[src/rtl/cpu_pkg.sv]
// Shared core definitions: instruction field layout, special register ids,
// opcode classes and the hazard FSM state encoding.
package cpu_pkg;
  localparam int IMB_BIT = 31;
  localparam int RA_HI   = 30;
  localparam int RA_LO   = 27;
  localparam int RB_HI   = 26;
  localparam int RB_LO   = 23;
  localparam int OPC_HI  = 12;
  localparam int OPC_LO  = 8;
  localparam int RC_HI   = 7;
  localparam int RC_LO   = 4;
  localparam int CMP_BIT = 0;

  localparam logic [3:0] REG_PC  = 4'hE;
  localparam logic [3:0] REG_OVF = 4'hF;
  localparam int         OVF_BIT = 15;

  localparam logic [4:0] OPC_ADD   = 5'h00;
  localparam logic [4:0] OPC_SUB   = 5'h01;
  localparam logic [4:0] OPC_MUL   = 5'h02;
  localparam logic [4:0] OPC_STORE = 5'h10;

  typedef logic [1:0] hz_state_t;
  localparam hz_state_t RUN     = 2'd0;
  localparam hz_state_t WAIT_PC = 2'd1;
  localparam hz_state_t FLUSH   = 2'd2;

  // Arithmetic ops that can overflow update the overflow register.
  function automatic logic writes_ovf(input logic [4:0] opc);
    return (opc == OPC_ADD) || (opc == OPC_SUB) || (opc == OPC_MUL);
  endfunction
endpackage

[src/rtl/hazard_control_if.sv]
// Decode-stage issue/retire bundle between the pipeline and hazard_control.
interface hazard_control_if;
  logic [31:0] instr_dec;
  logic        mem_busy;
  logic        wb_valid;
  logic [3:0]  wb_rc;
  logic        wb_ovf;
  logic        stall;
  logic        flush;
  logic [15:0] sb_pending;
  logic [31:0] stall_count;

  modport master (
    output instr_dec, mem_busy, wb_valid, wb_rc, wb_ovf,
    input  stall, flush, sb_pending, stall_count
  );
  modport slave (
    input  instr_dec, mem_busy, wb_valid, wb_rc, wb_ovf,
    output stall, flush, sb_pending, stall_count
  );
endinterface

[src/rtl/hazard_scoreboard.sv]
// Pending-write scoreboard: one bit per architectural register, set on issue,
// cleared on retire. Bit 14 (PC) is never tracked.
module hazard_scoreboard
  import cpu_pkg::*;
(
  input  logic        clk,
  input  logic        rst,
  input  logic [15:0] set_mask,
  input  logic [15:0] clr_mask,
  output logic [15:0] pending
);
  logic [15:0] pend_q, pend_d;

  always_comb begin
    pend_d         = (pend_q & ~clr_mask) | set_mask;
    pend_d[REG_PC] = 1'b0;
  end

  always_ff @(posedge clk) begin
    if (rst) pend_q <= '0;
    else     pend_q <= pend_d;
  end

  assign pending = pend_q;
endmodule

[src/rtl/hazard_control.sv]
// Decode-stage issue control: RAW/WAW/memory/PC-write stalls, scoreboard
// update, post-jump flush sequencing and a stall cycle counter.
module hazard_control
  import cpu_pkg::*;
#(
  parameter int FLUSH_CYCLES = 2
) (
  input  logic             clk,
  input  logic             rst,
  hazard_control_if.slave  hif
);
  localparam logic [2:0] FLUSH_LAST = 3'(FLUSH_CYCLES - 1);

  logic [31:0] instr;
  logic        bubble, imb, cmp;
  logic [3:0]  ra, rb, rc;
  logic [4:0]  opc;
  logic        wr_rc, pc_wr, hazard, stall, issue;
  logic [15:0] src_mask, dst_mask, set_mask, clr_mask, pend;
  logic        unused_fields;

  hz_state_t   state_q, state_d;
  logic [2:0]  fcnt_q, fcnt_d;
  logic        flush_q, flush_d;
  logic [31:0] scnt_q, scnt_d;

  assign instr  = hif.instr_dec;
  assign bubble = (instr == 32'h0);
  assign imb    = instr[IMB_BIT];
  assign ra     = instr[RA_HI:RA_LO];
  assign rb     = instr[RB_HI:RB_LO];
  assign opc    = instr[OPC_HI:OPC_LO];
  assign rc     = instr[RC_HI:RC_LO];
  assign cmp    = instr[CMP_BIT];
  assign unused_fields = ^{instr[22:13], instr[3:1]};

  // Source/destination masks; Ra = F naturally lands on the overflow bit.
  always_comb begin
    src_mask = '0;
    dst_mask = '0;
    if (ra != REG_PC)             src_mask[ra] = 1'b1;
    if (!imb && (rb < REG_PC))    src_mask[rb] = 1'b1;
    wr_rc = !bubble && !cmp && (opc != OPC_STORE) && (rc != REG_OVF);
    pc_wr = wr_rc && (rc == REG_PC);
    if (wr_rc && !pc_wr)          dst_mask[rc] = 1'b1;
    if (!bubble && writes_ovf(opc)) dst_mask[OVF_BIT] = 1'b1;
  end

  // No retire bypass: hazards are judged on the registered scoreboard only.
  assign hazard = (|(src_mask & pend)) | (|(dst_mask & pend));
  assign stall  = !rst && !bubble && (hif.mem_busy || hazard || (state_q != RUN));
  assign issue  = !bubble && !stall && !flush_q;

  always_comb begin
    set_mask = issue ? dst_mask : '0;
    clr_mask = '0;
    if (hif.wb_valid) begin
      if (hif.wb_rc < REG_PC) clr_mask[hif.wb_rc] = 1'b1;
      if (hif.wb_ovf)         clr_mask[OVF_BIT]   = 1'b1;
    end
  end

  hazard_scoreboard u_sb (
    .clk      (clk),
    .rst      (rst),
    .set_mask (set_mask),
    .clr_mask (clr_mask),
    .pending  (pend)
  );

  always_comb begin
    state_d = state_q;
    fcnt_d  = fcnt_q;
    case (state_q)
      RUN:     if (issue && pc_wr) state_d = WAIT_PC;
      WAIT_PC: if (hif.wb_valid && (hif.wb_rc == REG_PC)) begin
                 state_d = FLUSH;
                 fcnt_d  = FLUSH_LAST;
               end
      FLUSH:   if (fcnt_q == 3'd0) state_d = RUN;
               else                fcnt_d  = fcnt_q - 3'd1;
      default: state_d = RUN;
    endcase
    flush_d = (state_d == FLUSH);
    scnt_d  = stall ? scnt_q + 32'd1 : scnt_q;
  end

  always_ff @(posedge clk) begin
    if (rst) begin
      state_q <= RUN;
      fcnt_q  <= '0;
      flush_q <= 1'b0;
      scnt_q  <= '0;
    end else begin
      state_q <= state_d;
      fcnt_q  <= fcnt_d;
      flush_q <= flush_d;
      scnt_q  <= scnt_d;
    end
  end

  assign hif.stall       = stall;
  assign hif.flush       = flush_q;
  assign hif.sb_pending  = pend;
  assign hif.stall_count = scnt_q;
endmodule

[src/flat_wrapper.sv]
// flat-port wrapper written by rule: the top's interface ports become plain ports
module hazard_control_flat import cpu_pkg::*;
#(
  parameter int FLUSH_CYCLES = 2
)
  (clk, rst, hif_instr_dec, hif_mem_busy, hif_wb_valid, hif_wb_rc, hif_wb_ovf, hif_stall, hif_flush, hif_sb_pending, hif_stall_count);
  hazard_control_if hif_i ();
  input  logic clk;
  input  logic rst;
  input wire logic [$bits(hif_i.instr_dec)-1:0] hif_instr_dec;
  input wire logic [$bits(hif_i.mem_busy)-1:0] hif_mem_busy;
  input wire logic [$bits(hif_i.wb_valid)-1:0] hif_wb_valid;
  input wire logic [$bits(hif_i.wb_rc)-1:0] hif_wb_rc;
  input wire logic [$bits(hif_i.wb_ovf)-1:0] hif_wb_ovf;
  output wire logic [$bits(hif_i.stall)-1:0] hif_stall;
  output wire logic [$bits(hif_i.flush)-1:0] hif_flush;
  output wire logic [$bits(hif_i.sb_pending)-1:0] hif_sb_pending;
  output wire logic [$bits(hif_i.stall_count)-1:0] hif_stall_count;
  assign hif_i.instr_dec = hif_instr_dec;
  assign hif_i.mem_busy = hif_mem_busy;
  assign hif_i.wb_valid = hif_wb_valid;
  assign hif_i.wb_rc = hif_wb_rc;
  assign hif_i.wb_ovf = hif_wb_ovf;
  assign hif_stall = hif_i.stall;
  assign hif_flush = hif_i.flush;
  assign hif_sb_pending = hif_i.sb_pending;
  assign hif_stall_count = hif_i.stall_count;
  hazard_control #(.FLUSH_CYCLES(FLUSH_CYCLES)) u_core (.clk(clk), .rst(rst), .hif(hif_i));
endmodule
[config.mk]
export PLATFORM = sky130hd
export DESIGN_NAME = hazard_control_flat
export DESIGN_NICKNAME = d
export VERILOG_FILES = /design/src/rtl/cpu_pkg.sv /design/src/rtl/hazard_control_if.sv /design/src/rtl/hazard_scoreboard.sv /design/src/rtl/hazard_control.sv /design/src/flat_wrapper.sv
export SDC_FILE = /design/constraint.sdc
export NUM_CORES = 1
export LEC_CHECK = 0
export ABC_AREA = 1
export CORE_MARGIN = 5
export CORE_UTILIZATION = 30
export DETAILED_ROUTE_END_ITERATION = 12
export HOLD_SLACK_MARGIN = 0.05
export SETUP_SLACK_MARGIN = 0.2
export SLEW_MARGIN = 25
export SYNTH_ARGS = -nofsm -noshare
export SYNTH_HDL_FRONTEND = slang
export SYNTH_SLANG_ARGS = --single-unit
[constraint.sdc]
create_clock -name clk -period 4.7 [get_ports clk]
set_input_delay 0.705 -clock clk [delete_from_list [all_inputs] [get_ports clk]]
set_output_delay 0.705 -clock clk [all_outputs]
set_load 0.02 [all_outputs]
# Yosys cells after proc, flatten, opt, wreduce, memory -nomap -nowiden
# Index checks and enable logic that the tools add are counted.
[word_totals]
ff_bits = 54
input_bits = 41
[classes]
n_addsub = 2
magnitude_cmp = 10
eq_ne = 12
muxes = 23
bitwise_logic = 7
n_reduce_logical = 37
[op_table]
columns = ["operator", "n"]
rows = [
  ["$mux W16", 6],
  ["$and A16 B16 Y16", 3],
  ["$add A32 B1 Y32 const B", 1],
  ["$logic_not A32 Y1", 1],
  ["$or A16 B16 Y16", 2],
  ["$reduce_or A16 Y1", 2],
  ["$lt A4 B5 Y1 const B", 4],
  ["$logic_and A1 B1 Y1", 17],
  ["$demux W1 S4", 4],
  ["$ge A4 B1 Y1 const B", 4],
  ["$not A16 Y16", 1],
  ["$eq A4 B4 Y1 const B", 2],
  ["$lt A4 B4 Y1 const B", 2],
  ["$ne A4 B4 Y1 const B", 2],
  ["$logic_not A1 Y1", 7],
  ["$mux W1", 6],
  ["$mux W2", 3],
  ["$mux W3", 2],
  ["$pmux W2 S3", 1],
  ["$pmux W3 S2", 1],
  ["$eq A5 B1 Y1 const B", 1],
  ["$eq A5 B2 Y1 const B", 1],
  ["$logic_not A5 Y1", 1],
  ["$ne A5 B5 Y1 const B", 1],
  ["11 further kinds", 16],
]

# Logic depth before layout (Yosys ltp)
# Gate-level depths: netlist (run 1).
[logic_depth]
depth_word = 23
ltp_mapped = 20
mapped_depth_nobuf = 20

# By module
# A second synthesis (run 1) with hierarchy kept.
[unflattened]
hier_cells = 687
area_unflattened_um2 = 3961.3
[by_module_without_submodules]
columns = ["mod", "instances", "cells_per_inst", "area_per_inst_um2", "seq_area_each_um2"]
rows = [
  ["hazard_control", 1, 609, 3394.5, 760.7],
  ["hazard_scoreboard", 1, 78, 566.8, 300.3],
]

# Worst setup path before layout (run 1)
# Ideal clock, no wire load.
[synth_path]
kind = "input to output"
from = "input port hif_instr_dec[5]"
to = "output port hif_stall"
arrival_time_ns = 2.075
setup_slack_ns = 1.920
cell_stages = 14
path_buffers = 2
cell_sequence = "nor2_1 > nand2_2 > nor2_2 > nand2_2 > nor2_4 > nor2_4 > buf_6 > nand3_1 > nand4_1 > nor2_1 > nand2_1 > nand2_4 > inv_2 > buf_2"
[synth_between]
elab_chain_len = 16
elab_cells_between_ends = 25
cone_classes = "order compare (2); eq/ne (2); mux (4); bitwise (2); reduce/logical (15)"
[synth_rtl]
columns = ["element", "line_no", "source"]
rows = [
  ["start, declared", "flat_wrapper.sv:10", "input wire logic [$bits(hif_i.instr_dec)-1:0] hif_instr_dec;"],
  ["branches (longest 15 deep; another with $lt A4 B5 Y1)", "--", ""],
  ["$logic_and A1 B1 Y1 (*)", "hazard_control.sv:51", "assign stall = !rst && !bubble && (hif.mem_busy || hazard || (state_q != RUN));"],
  ["end, declared", "flat_wrapper.sv:15", "output wire logic [$bits(hif_i.stall)-1:0] hif_stall;"],
]
# Mark *: on every way between the ends.

# Worst setup path in the final report (run 1)
[layout_path]
from = "input port hif_instr_dec[6]"
to = "output port hif_stall"
# Same word-level chain as after synthesis.

==> results of run 1 <==
-- worst max-delay path by stage --
stage	end	slack [ns]	cells past startpoint
6_report	hif_stall	0.61	15
3_3_place_gp	hif_stall	0.78	15
5_1_grt	hif_stall	0.43	15
3_5_place_dp	hif_stall	0.70	15
4_1_cts	hif_stall	0.68	15
2_1_floorplan	hif_stall	1.92	14
-- area by class of cell --
class / instances / area [µm²] / share of cell area, %
clock buffer: 5 / 125 / 2.44
multi-input combinational: 498 / 2440 / 47.6
sequential: 53 / 1060 / 20.7
timing repair buffer: 92 / 908 / 17.7
tap: 172 / 215 / 4.19
inverter: 83 / 312 / 6.07
clock inverter: 3 / 65.1 / 1.27
-- per-layer routing --
layer | wire, µm | global-route usage [%] | up-vias
li1 | - | - | 2241
met3 | 956 | 2.86 | 23
met2 | 6480 | 31.3 | 157
met4 | 291 | 5.41 | 0
met1 | 5740 | 21.0 | 1978
met5 | 0 | 0 | -
-- kinds of logic after synthesis --
kind of cell,count (synthesis),synth area share [%]
AO/OA/AOI/OAI,88,12.7
XOR/XNOR,24,5.38
adder cells (fa/ha/maj),7,2.24
buffers and inverters,97,10.2
flip-flops,53,27.2
other,1,0.0960
AND/OR/NAND/NOR,378,42.2
-- per-stage QoR --
step | setup WS [ns] | hold slack (ns) | util [%] | total power [mW]
after floorplan | 1.92 | 0.439 | - | 0.550
after global placement | 0.782 | 0.450 | 39.0 | 0.621
after detailed placement | 0.698 | 0.461 | 39.0 | 0.620
after CTS | 0.677 | 0.471 | 40.5 | 1.10
after global routing | 0.434 | 0.483 | 40.5 | 1.13
final | 0.611 | 0.461 | 40.5 | 1.08
-- synth_stat cells (4+ instances only) --
master    count  area share [%]
inv_2         4            0.38
nor2_4        4             1.2
nor3_1       25             3.2
nand2_1     181              17
a21oi_2      10             2.2
clkbuf_1      5            0.48
a21oi_1      40             5.1
dfxtp_1      53              27
nand3_1      23             2.9
buf_2         5            0.64
xor2_1       18             4.0
ha_1          7             2.2
o21ai_0      29             3.7
nand4_1      19             3.0
inv_1        79             7.6
nand2_2      14             2.2
xnor2_1       6             1.3
nor2_1       95             9.1
nor4_1        6            0.96
-- worst max-delay path, cell delays in order --
cell and delay [ns]:
clkdlybuf4s50_1 0.54, nand2_1 0.18, o21ai_1 0.12, nor2_4 0.22, inv_2 0.07, nor2_4 0.26
nand3_1 0.17, nor2_1 0.12, nor2_1 0.05, nand2_1 0.06, nor2_1 0.04, nand2_1 0.09
nand2_4 0.06, inv_2 0.08, clkdlybuf4s50_1 0.61
-- power by group through the flow --
stage / clock network (mW) / registers, mW / logic (mW)
after floorplan: 0 / 0.471 / 0.0787
after global placement: 0 / 0.468 / 0.152
after detailed placement: 0 / 0.469 / 0.151
after CTS: 0.488 / 0.458 / 0.152
after global routing: 0.501 / 0.458 / 0.167
final: 0.471 / 0.458 / 0.152
-- flip-flops by register name (all words and copies together), names as in the netlist --
register,cells
u_core.hif.flush,1
u_core.fcnt_q,3
u_core.u_sb.pending,15
u_core.hif.stall_count,32
u_core.state_q,2
==> results.cfg, run 1 <==
[run_status]
status = finished, final reports clean

[placed_design]
routabilityCongestion = 0.918
place_area_um2 = 4940
io_buffers = 89
dp_hpwl_um = 10900
dp.cells = 898

[worst_setup_path]
rrSetupSlack_ns = 1.94
worstSetupPathType = input pin to output pin
r2r_cells = 17
critPathRequiredTime_ns = 3.99
cp.arrival_ns = 3.38
r2r-start = u_core.state_q[1]
cp-startpoint = hif_instr_dec[6]
crit_path_end_kind = output pin
start_kind = input pin
reg2reg_to = u_core.u_sb.pending[7]
cp_max_fo = 14

[cells_and_area]
area_growth_syn_to_layout_pct = 31.4
fill_cells = 1387
layout-drive-gt1-share_pct = 6.54
nets = 781
postLayoutCellArea_um2 = 5130
final_common_cell = nand2_1
final_cell_mix = nand2_1 (181), nor2_1 (95), clkdlybuf4s50_1 (88)
fin_cells = 906
diodes = 0

[grt]
grt-ovfl-total = 0
grt_first_pass_wirelength_um = 21100
grt_pass1_vias = 4328
grtUsageTotal_pct = 17.4
grt_max_degree = 48
antenna_found_initial = 0

[synth]
ys.flop_type = dfxtp_1
seq_area_frac_synth_pct = 27.2
synth_edf_count = 0
ys_seq_elements = 53
synthArstFlopShare_pct = 0
yosysUniqueCellTypes = 39
yosysWarningCount = 0
synth_nets = 696
syn_area_per_cell_um2 = 6.03
synth.cell_area_um2 = 3910
syn_inst = 648

[clocking]
post_cts_buffers = 0
clk_latency_ns = 0.29
clkSinkCount = 53
clockRootBuffer = clkbuf_16
cts.htree.levels = 2
cts_made_buffers = 5
hold_buffers = 0
cts_tree = built
cts-resized-gates = 0
clk_pin_slew_ns = 0.07
clk_path_buf_depth = 2

[timing]
slew_headroom_pct = 62.1
setup_viol = 0
rsz0062_at_grt = false
worstMarginPinSlew_ns = 0.568
finalHoldViolCount = 0
clock_skew_ns = 0.00529
drv_slew = 0
fin_crit_sh_pct = 87.0
period_needed_ns = 4.09
max_freq_mhz = 245
tns_ns = 0

[pwr]
power_density_nw_per_um2 = 211
p_leak_nw = 1.96
swShare_pct = 24.5
internal_power_uw = 817
p_clk_share_pct = 43.6
power_frac_comb_pct = 14.1
power.switching_uw = 265
p_seq_share_pct = 42.4
vdd.ir_drop.worst_mv = 0.136

[drt]
drc = 0
avgViaCountPerCell = 4.86
drtIter0Drc = 264
antenna_left = 0
dr_total_vias = 4399
post_drt_wl_per_cell_um = 14.9
first_pass_iters = 5
drt-total-wl_um = 13500

[floorplan]
start_util_pct = 30.8
die_y_um = 124
die_area_um2 = 15400
pin_count = 91
fp-row-count = 41
fp.coreArea_um2 = 12700
die_w_um = 124

[worst_hold_path]
hold_class = flop to flop
hold_end = u_core.fcnt_q[1]
worstHoldStart = u_core.fcnt_q[1]
hold_depth = 2

[job]
maxCapViolCount = 0
(Power assumes the default switching activity.)
==> inputs of run 2 (changes only) <==
- CAP_MARGIN: not set -> 20
- PLACE_DENSITY: not set -> 0.63
==> results.cfg, run 2 (synthesized netlist as in run 1, its figures left out) <==
[clocking]
cts_made_buffers = 5
clockRootBuffer = clkbuf_16
post_cts_buffers = 0
clk_path_buf_depth = 2
clkSinkCount = 53
cts.htree.levels = 2
clk_pin_slew_ns = 0.07
hold_buffers = 0
cts_tree = built
clk_latency_ns = 0.29
cts-resized-gates = 0

[timing]
setup_viol = 0
max_freq_mhz = 251
slew_headroom_pct = 63.5
finalHoldViolCount = 0
rsz0062_at_grt = false
worstMarginPinSlew_ns = 0.547
fin_crit_sh_pct = 84.8
period_needed_ns = 3.99
tns_ns = 0
clock_skew_ns = 0.00824
drv_slew = 0

[floorplan]
fp-row-count = 41
die_y_um = 124
die_w_um = 124
fp.coreArea_um2 = 12700
pin_count = 91
start_util_pct = 30.8
die_area_um2 = 15400

[drt]
avgViaCountPerCell = 4.75
antenna_left = 0
drt-total-wl_um = 12500
first_pass_iters = 5
drc = 0
drtIter0Drc = 305
dr_total_vias = 4308
post_drt_wl_per_cell_um = 13.8

[pwr]
power_mw = 1.07
vdd.ir_drop.worst_mv = 0.138
p_leak_nw = 1.96
power_density_nw_per_um2 = 209

[worst_hold_path]
hold_class = flop to flop
worstHoldStart = u_core.fcnt_q[1]

[worst_setup_path]
critPathRequiredTime_ns = 3.99
start_kind = input pin
max_stage_delay_ns = 0.60
cp-startpoint = hif_instr_dec[6]
cp_max_fo = 14
cp_cell_sequence = clkdlybuf4s50_1 -> nand2_1 -> o21ai_1 -> nor2_4 -> inv_2 -> nor2_4 -> nand3_1 -> nor2_1 -> nor2_1 -> nand2_1 -> nor2_1 -> nand2_1 -> nand2_4 -> inv_2 -> clkdlybuf4s50_1
cp_slowest_cell = clkdlybuf4s50_1
crit_path_end_kind = output pin
worstSetupPathType = input pin to output pin
worst-path-buf-inv = 4
r2r-start = u_core.state_q[1]
path_delay_family = buffers and inverters
cp.arrival_ns = 3.28

[grt]
antenna_found_initial = 0
grt_max_degree = 47
grt-ovfl-total = 0
grtUsageTotal_pct = 16.6
grt_pass1_vias = 4150
grt_first_pass_wirelength_um = 20600

[cells_and_area]
diodes = 0
register_area_um2 = 1060
area_growth_syn_to_layout_pct = 31.4
largest_reg_flops = 32
final_cell_mix = nand2_1 (181), nor2_1 (95), clkdlybuf4s50_1 (88)
nets = 781
final_common_cell = nand2_1
multi_input_area_um2 = 2440
layout-drive-gt1-share_pct = 6.54
fill_cells = 1406

[placed_design]
io_buffers = 89
routabilityCongestion = 1.00
dp_hpwl_um = 10000

[job]
maxCapViolCount = 0

[run_status]
status = finished, final reports clean
-- run 2: cell counts in the layout (fill, tap and decap cells not counted) --
Identical to the previous run, type by type.
-- run 2: worst paths after layout --
path	to	slack, ns	depth (start not counted)
setup / recovery	hif_stall	0.71	15
hold / removal	u_core.fcnt_q[1]	0.46	2
setup reg to reg	u_core.u_sb.pending[7]	2.01	17
hold reg to reg	u_core.fcnt_q[1]	0.46	2
-- run 2: worst min-delay path: cells and delay by family (launching register included) --
family,cells,cell delay [ns]
simple gates,1,0.06
flops,1,0.31
compound gates,1,0.05
-- run 2: power by group --
group | switching (mW) | internal [mW]
logic | 0.0915 | 0.0594
registers | 0.00457 | 0.453
clock network | 0.161 | 0.304
total | 0.257 | 0.817
-- run 2: metrics by stage --
stage,setup slack [ns],hold slack (ns),util (%),area [µm²],std cells
floorplan,1.92,0.439,-,3910,648
global placement,0.792,0.450,39.0,4940,898
detailed placement,0.756,0.455,39.0,4940,898
CTS,0.735,0.465,40.5,5130,906
global route,0.506,0.496,40.5,5130,906
finish,0.715,0.465,40.5,5130,906
-- run 2: final cells by class --
cell class	count	area share, %
Inverter	83	6.07
Sequential cell	53	20.7
Clock inverter	3	1.27
Timing Repair Buffer	92	17.7
Clock buffer	5	2.44
Tap cell	172	4.19
Multi-Input combinational cell	498	47.6
-- run 2: per-layer routing --
layer / track usage, % / up-vias / routed length (µm)
li1: - / 2243 / -
met1: 21.7 / 1878 / 5510
met2: 28.7 / 167 / 5730
met3: 2.68 / 20 / 1040
met4: 3.70 / 0 / 205
met5: 0 / - / 0
==> inputs of run 3 (changes only) <==
- PLACE_DENSITY: 0.63 -> 0.64
- clock period: 4.7 -> 3.65 ns (I/O delays scaled with it)
==> results.cfg, run 3 (synthesized netlist as in run 1, its figures left out) <==
[worst_setup_path]
reg2reg_to = u_core.u_sb.pending[5]
critPathRequiredTime_ns = 3.10
cp.arrival_ns = 2.69
max_stage_delay_ns = 0.59
path_delay_family = buffers and inverters
crit_path_end_kind = output pin
worstSetupPathType = input pin to output pin
rrSetupSlack_ns = 1.09
cp-startpoint = hif_instr_dec[7]
start_kind = input pin
r2r-start = u_core.state_q[1]
cp_max_fo = 7
r2r_cells = 17
cp_slowest_cell = clkdlybuf4s50_1
cp_cell_sequence = clkdlybuf4s50_1 -> nand2_1 -> o21ai_1 -> nor2_4 -> buf_4 -> nand4_1 -> nor2_1 -> nor2_1 -> nand2_1 -> nor2_1 -> nand2_1 -> nand2_4 -> inv_2 -> dlygate4sd2_1
worst-path-buf-inv = 4

[worst_hold_path]
hold_depth = 2
hold_end = u_core.fcnt_q[1]
hold_class = flop to flop
worstHoldStart = u_core.fcnt_q[1]

[clocking]
clockRootBuffer = clkbuf_16
cts_made_buffers = 5
clk_pin_slew_ns = 0.07
clk_path_buf_depth = 2
hold_buffers = 0
cts_tree = built
clkSinkCount = 53
cts.htree.levels = 2
clk_latency_ns = 0.29

[timing]
drv_slew = 0
slew_headroom_pct = 63.1
tns_ns = 0
finalHoldViolCount = 0
hold_slack_ns = 0.468
layout_setup_ws_ns = 0.412
worstMarginPinSlew_ns = 0.554
max_freq_mhz = 309
clock_skew_ns = 0.00455
setup_viol = 0
fin_crit_sh_pct = 88.7
rsz0062_at_grt = false
period_needed_ns = 3.24

[grt]
grtUsageTotal_pct = 16.8
grt_max_degree = 47
antenna_found_initial = 0
grt_first_pass_wirelength_um = 20900
grt_pass1_vias = 4151
grt-ovfl-total = 0

[placed_design]
post-place-ws_ns = 0.102
place_area_um2 = 5000
routabilityCongestion = 0.936
io_buffers = 89
dp_hpwl_um = 10200
dp.cells = 906

[drt]
antenna_left = 0
avgViaCountPerCell = 4.72
first_pass_iters = 5
drtIter0Drc = 280
drt-total-wl_um = 12800
post_drt_wl_per_cell_um = 14.0
dr_total_vias = 4320
drc = 0

[cells_and_area]
post-route-util_pct = 40.9
diodes = 0
final_cell_mix = nand2_1 (180), nor2_1 (91), clkdlybuf4s50_1 (86)
fin_cells = 916
layout-drive-gt1-share_pct = 8.33
postLayoutCellArea_um2 = 5180
nets = 792
largest_reg_flops = 32
final_common_cell = nand2_1
area_growth_syn_to_layout_pct = 32.7

[pwr]
power_mw = 1.27
vdd.ir_drop.worst_mv = 0.151
power_density_nw_per_um2 = 244
p_leak_nw = 2.01

[floorplan]
pin_count = 91
die_y_um = 124
die_area_um2 = 15400
fp.coreArea_um2 = 12700
fp-row-count = 41
start_util_pct = 30.8
die_w_um = 124

[job]
maxCapViolCount = 0

[run_status]
status = finished, final reports clean
## run 3: cell count changes in the layout (fill, tap and decap cells not counted), sizes merged
cell	before	now
buf	4	15
bufinv	2	0
clkbuf	5	7
clkdlybuf4s50	88	86
clkinv	1	0
dlygate4sd2	0	1
dlymetal6s2s	0	1
## run 3: per-layer routing
| layer | GRT usage (%) | share of wire [%] |
|---|---|---|
| met4 | 3.83 | 1.5 |
| met3 | 2.82 | 7.4 |
| met2 | 28.6 | 46 |
| met5 | 0 | 0 |
| met1 | 22.3 | 45 |
## run 3: worst max path at each step
stage / to / slack [ns] / depth (start not counted)
floorplan: hif_stall / 1.18 / 14
global placement: hif_stall / 0.13 / 15
detailed placement: hif_stall / 0.10 / 15
CTS: hif_stall / 0.39 / 16
global route: hif_stall / 0.20 / 16
finish: hif_stall / 0.41 / 14
## run 3: area by class of cell
| class | instances | area (µm²) |
|---|---|---|
| clock buffer | 7 | 143 |
| fill | 1401 | 7490 |
| inverter | 83 | 312 |
| multi-input combinational | 498 | 2460 |
| sequential | 53 | 1060 |
| tap | 172 | 215 |
| timing repair buffer | 103 | 996 |
## run 3: where the power goes
group | switching (mW) | internal, mW | leakage, nW
logic | 0.123 | 0.0845 | 1.51
clock network | 0.199 | 0.270 | 0.0700
registers | 0.00594 | 0.584 | 0.428
total | 0.327 | 0.938 | 2.01
## run 3: repair_timing
item                       in CTS  in global routing
setup endpoints to repair       1                  6
setup buffers                   2                  1
resized for setup               2                  6
pin swaps                       1                  1
## run 3: worst reg2reg max path, delay by kind of cell, from the launching register on
family	cells	cell delay, ns
AND/OR/NAND/NOR	12	1.26
buffers and inverters	2	0.43
AO/OA/AOI/OAI	2	0.23
flip-flops	1	0.35
adder cells (fa/ha/maj)	1	0.22
